$ cat config.mk
export PLATFORM = sky130hd
export DESIGN_NAME = vga_frame_reader
export DESIGN_NICKNAME = d
export VERILOG_FILES = /design/src/rtl/vga_frame_reader.sv
export SDC_FILE = /design/constraint.sdc
export NUM_CORES = 1
export LEC_CHECK = 0
export CORE_MARGIN = 5
export CORE_UTILIZATION = 30
export CTS_BUF_LIST = sky130_fd_sc_hd__clkbuf_4 sky130_fd_sc_hd__clkbuf_8
export DETAILED_ROUTE_END_ITERATION = 10
export HOLD_SLACK_MARGIN = 0.1
export SLEW_MARGIN = 20
export SYNTH_ARGS = -nofsm -noshare
export SYNTH_HDL_FRONTEND = slang
export SYNTH_SLANG_ARGS = --single-unit
$ cat constraint.sdc
create_clock -name pclk -period 4.4 [get_ports pclk]
set_clock_uncertainty 0.1 [all_clocks]
set_input_delay 0.88 -clock pclk [delete_from_list [all_inputs] [get_ports pclk]]
set_output_delay 0.88 -clock pclk [all_outputs]
set_load 0.05 [all_outputs]
$ cat src/rtl/vga_frame_reader.sv
// VGA frame-buffer reader: scaled read-address generation, BRAM latency
// realignment of sync/valid, and registered RGB/sync outputs.
module vga_frame_reader #(
    parameter int          IMG_W        = 320,
    parameter int          IMG_H        = 240,
    parameter int          SCALE_SHIFT  = 1,
    parameter int          ADDR_W       = 17,
    parameter int          RD_LAT       = 2,
    parameter logic [11:0] BORDER_COLOR = 12'h000,
    parameter logic        VSYNC_ACTIVE = 1'b0
) (
    input  logic              pclk,
    input  logic              reset,
    input  logic              hsync,
    input  logic              vsync,
    input  logic              valid,
    input  logic [10:0]       h_cnt,
    input  logic [9:0]        v_cnt,
    output logic [ADDR_W-1:0] rd_addr,
    output logic              rd_en,
    input  logic [11:0]       rd_data,
    output logic [3:0]        vga_r,
    output logic [3:0]        vga_g,
    output logic [3:0]        vga_b,
    output logic              vga_hsync,
    output logic              vga_vsync,
    output logic              sof
);
    localparam int REP_W = (SCALE_SHIFT > 0) ? SCALE_SHIFT : 1;
    localparam int ROW_W = $clog2(IMG_H + 1);
    localparam int DL    = RD_LAT + 1;

    localparam logic [REP_W-1:0]  REP_MAX   = REP_W'((1 << SCALE_SHIFT) - 1);
    localparam logic [ROW_W-1:0]  ROW_MAX   = ROW_W'(IMG_H);
    localparam logic [ADDR_W-1:0] LINE_STEP = ADDR_W'(IMG_W);
    localparam logic [10:0]       COL_LIM   = 11'(IMG_W);

    logic              r_vsync_d;
    logic              r_valid_d;
    logic [ADDR_W-1:0] r_line_base;
    logic [REP_W-1:0]  r_rep_cnt;
    logic [ROW_W-1:0]  r_row_idx;
    logic [ADDR_W-1:0] r_rd_addr;
    logic              r_rd_en;
    logic              r_sof;
    logic [DL-1:0]     r_hs_dl;
    logic [DL-1:0]     r_vs_dl;
    logic [DL-1:0]     r_vld_dl;
    logic [DL-1:0]     r_win_dl;
    logic [11:0]       r_rgb;
    logic              r_hs_o;
    logic              r_vs_o;

    logic              w_fs;
    logic              w_eol;
    logic              w_in_win;
    logic [10:0]       w_col;
    logic              w_unused;

    // v_cnt is ambiguous outside active video, so lines are counted instead
    assign w_unused = ^v_cnt;

    assign w_col    = h_cnt >> SCALE_SHIFT;
    assign w_fs     = (vsync == VSYNC_ACTIVE) && (r_vsync_d != VSYNC_ACTIVE);
    assign w_eol    = r_valid_d && !valid;
    assign w_in_win = valid && (w_col < COL_LIM) && (r_row_idx < ROW_MAX);

    always_ff @(posedge pclk or posedge reset) begin
        if (reset) begin
            r_vsync_d   <= ~VSYNC_ACTIVE;
            r_valid_d   <= 1'b0;
            r_sof       <= 1'b0;
            r_line_base <= '0;
            r_rep_cnt   <= '0;
            r_row_idx   <= '0;
        end else begin
            r_vsync_d <= vsync;
            r_valid_d <= valid;
            r_sof     <= w_fs;
            if (w_fs) begin
                r_line_base <= '0;
                r_rep_cnt   <= '0;
                r_row_idx   <= '0;
            end else if (w_eol) begin
                if (r_rep_cnt == REP_MAX) begin
                    r_rep_cnt <= '0;
                    if (r_row_idx < ROW_MAX) begin
                        r_row_idx   <= r_row_idx + 1'b1;
                        r_line_base <= r_line_base + LINE_STEP;
                    end
                end else begin
                    r_rep_cnt <= r_rep_cnt + 1'b1;
                end
            end
        end
    end

    // Read request plus RD_LAT+1 delay lines so output sees matching data
    always_ff @(posedge pclk or posedge reset) begin
        if (reset) begin
            r_rd_en   <= 1'b0;
            r_rd_addr <= '0;
            r_hs_dl   <= '1;
            r_vs_dl   <= '1;
            r_vld_dl  <= '0;
            r_win_dl  <= '0;
            r_rgb     <= 12'h000;
            r_hs_o    <= 1'b1;
            r_vs_o    <= 1'b1;
        end else begin
            r_rd_en <= w_in_win;
            if (w_in_win) begin
                r_rd_addr <= r_line_base + ADDR_W'(w_col);
            end
            r_hs_dl  <= {r_hs_dl[DL-2:0], hsync};
            r_vs_dl  <= {r_vs_dl[DL-2:0], vsync};
            r_vld_dl <= {r_vld_dl[DL-2:0], valid};
            r_win_dl <= {r_win_dl[DL-2:0], w_in_win};
            if (r_win_dl[DL-1]) begin
                r_rgb <= rd_data;
            end else if (r_vld_dl[DL-1]) begin
                r_rgb <= BORDER_COLOR;
            end else begin
                r_rgb <= 12'h000;
            end
            r_hs_o <= r_hs_dl[DL-1];
            r_vs_o <= r_vs_dl[DL-1];
        end
    end

    assign rd_addr   = r_rd_addr;
    assign rd_en     = r_rd_en;
    assign sof       = r_sof;
    assign vga_r     = r_rgb[11:8];
    assign vga_g     = r_rgb[7:4];
    assign vga_b     = r_rgb[3:0];
    assign vga_hsync = r_hs_o;
    assign vga_vsync = r_vs_o;

endmodule

==> results.yml <==
run_status:
  status: "completed"
worst_setup_path:
  worstSetupStartpointType: "flop"
  arrival_ns: 1.64
  cp_cell_sequence: "clkdlybuf4s50_1"
  reg2reg_setup_slack_ns: 2.61
  r2r-end: "rd_addr[12]"
  critPathKind: "reg -> out"
  endpoint_kind: "output pin"
  max_stage_delay_ns: 0.79
  path_delay_family: "buffers and inverters"
  cp_max_fo: 1
  rr_worst_depth: 6
  worstPathBufferInverterCount: 1
  crit_slowest_cell: "clkdlybuf4s50_1"
  required_ns: 3.42
  regToRegStartpoint: "r_line_base[7]"
synth:
  synth-compound-area-share_pct: 5.50
  async_flop_share_pct: 100
  yosys.area.top_type_share_pct: 51.6
  postSynthCellCount: 233
  synth_adder_area_share_pct: 3.35
  synth_cell_types: 36
  synthXorXnorAreaFrac_pct: 10.0
  synth_top_family_by_area: "simple AND/OR/NAND/NOR gates"
  syn_nets: 278
  synth-edff-count: 0
  muxShareOfSynthArea_pct: 0.860
  synthSimpleGateAreaFrac_pct: 17.9
  yosys_warnings: 0
  yosysTopAreaCell: "dfrtp_1"
  synth_ff_type: "dfrtp_1"
  avgSynthCellArea_um2: 11.2
  syn_area_um2: 2620
  synth_top_cells_by_area: "dfrtp_1 52%, dfstp_2 8.0%, xor2_1 6.4%, nand2_1 4.6%, xnor2_1 3.7%"
  ys_ff_latch: 62
  seq_area_frac_synth_pct: 59.7
final_layout:
  stdcell_area_um2: 3550
  synthToLayoutAreaGrowth_pct: 35.7
  antenna_cells: 0
  final_core_util_pct: 41.3
  nets: 343
  layout_commonest_cell: "clkdlybuf4s50_1"
  drive_gt1_share_pct: 12.9
  final_cell_mix: "59 x clkdlybuf4s50_1, 54 x dfrtp_1, 32 x nand2_1"
power_and_ir_drop:
  finalPower_mw: 1.53
  swShare_pct: 28.3
  p_switching_mw: 0.432
  power.share.sequential_pct: 42.4
  combPwrFrac_pct: 20.0
  p_int_mw: 1.09
  ir_worst_vdd_v: 0.000275
  p_per_area_nw_per_um2: 430
  p_clk_share_pct: 37.6
  leakagePower_nw: 1.57
timing:
  rsz0062_at_grt: "false"
  max-slew-margin-rel_pct: 51.9
  drv_slew: 0
  fmax_mhz: 382
  setup_viol: 0
  setup-tns-final_ns: 0
  hold_viol: 0
  worst_pin_slew_ns: 0.721
  min_period_over_period_pct: 59.5
  period_needed_ns: 2.62
clocking:
  cts_resized: 0
  cts_sinks: 62
  ctsLongestPathBuffers: 2
  cts_tree: "yes"
  holdBufCountCts: 0
  postCtsSetupBuffers: 0
  root_buffer: "clkbuf_8"
  clock_latency_ns: 0.33
  htreeDepth: 3
  numCtsBuffers: 9
  path_clk_slew_ns: 0.07
placed_design:
  placed_cell_area_um2: 3320
  dp_hpwl_mm: 3.63
  io_buffers: 59
  place_congestion: 0.717
floorplanning:
  dieArea_um2: 10700
  core_um2: 8590
  die_w_um: 103
  num_rows: 34
  start_util_pct: 30.5
  die_y_um: 103
  ioPinCount: 71
min_path:
  holdPathStages: 0
  min_from: "r_vs_dl[1]"
  hp-class: "reg -> reg"
  hold_end: "r_vs_dl[2]"
global_route:
  grt_max_degree: 36
  grt_pass1_wl_mm: 8.78
  gr-total-overflow: 0
  antenna_found_initial: 0
  grt_pass1_vias: 1855
  grt_usage_pct: 10.5
drt:
  drtPass1Iterations: 4
  drc: 0
  wl_mm: 5.08
  post_drt_wl_per_cell_um: 12.4
  drtIter0Drc: 64
  detail-route-antenna-nets: 0
  vias_per_cell: 4.38
  vias: 1801
flow_run:
  cap_viol_max_count: 0
-- per-stage QoR --
step           std cells  setup WS, ns  hold WS (ns)
6_report             411          1.78         0.250
5_1_grt              411          1.73         0.251
4_1_cts              411          1.75         0.248
3_5_place_dp         395          1.67         0.236
3_3_place_gp         395          1.72         0.236
2_1_floorplan        233          1.89         0.231
-- cells by family after synthesis --
group                    Yosys count
AO/OA/AOI/OAI                     25
XOR/XNOR                          30
adder cells (fa/ha/maj)            7
buffers and inverters             12
flip-flops                        62
multiplexers                       2
other                              1
AND/OR/NAND/NOR                   94
-- power by group through the flow --
| stage | logic, mW | clock network (mW) | registers [mW] |
|---|---|---|---|
| detailed placement | 0.308 | 0 | 0.656 |
| finish | 0.306 | 0.574 | 0.646 |
| CTS | 0.309 | 0.592 | 0.647 |
| global placement | 0.305 | 0 | 0.656 |
| global route | 0.331 | 0.614 | 0.653 |
| floorplan | 0.104 | 0 | 0.750 |
-- Yosys cell counts (2+ instances only) --
cell type and instances:
dfstp_2 8, nand2_1 32, buf_6 2, inv_1 2, a21oi_2 2, nor2_1 20, a21oi_1 4, nor3_1 2
clkbuf_1 3, o21ai_1 15, nand3_1 7, xor2_1 19, dfrtp_1 54, xnor2_1 11, ha_1 7, and3_1 4
buf_2 3, nand4_1 8, and2_1 13
-- layout make-up --
cell class                 count  area (um2)
fill                         839        5040
timing repair buffer          63         621
sequential                    62        1560
multi-input combinational    159         988
clock inverter                 3        67.6
inverter                       3        11.3
clock buffer                  13         166
tap                          108         135
-- registers in the layout (all words and copies together), names as in the netlist, 3 cells and up --
register / flops
r_vs_dl: 3
r_win_dl: 3
r_line_base: 11
r_hs_dl: 3
r_row_idx: 8
r_rgb: 12
rd_addr: 17
-- routing by layer --
layer / GRT usage (%) / up-vias / wire, um
li1: - / 898 / -
met1: 13.6 / 845 / 2350
met2: 16.3 / 55 / 2200
met3: 5.03 / 3 / 490
met4: 2.09 / 0 / 33
met5: 0 / - / 0
-- how the worst max path moves through the flow --
stage	from	end	slack, ns	cells past startpoint
global route	vga_hsync	vga_hsync	1.73	1
CTS	vga_vsync	vga_vsync	1.75	1
global placement	h_cnt[8]	rd_addr[12]	1.72	7
finish	vga_vsync	vga_vsync	1.78	1
floorplan	reset	r_line_base[10]	1.89	1
detailed placement	h_cnt[8]	rd_addr[12]	1.67	7
No activity file was read; power rests on OpenSTA's default activity.
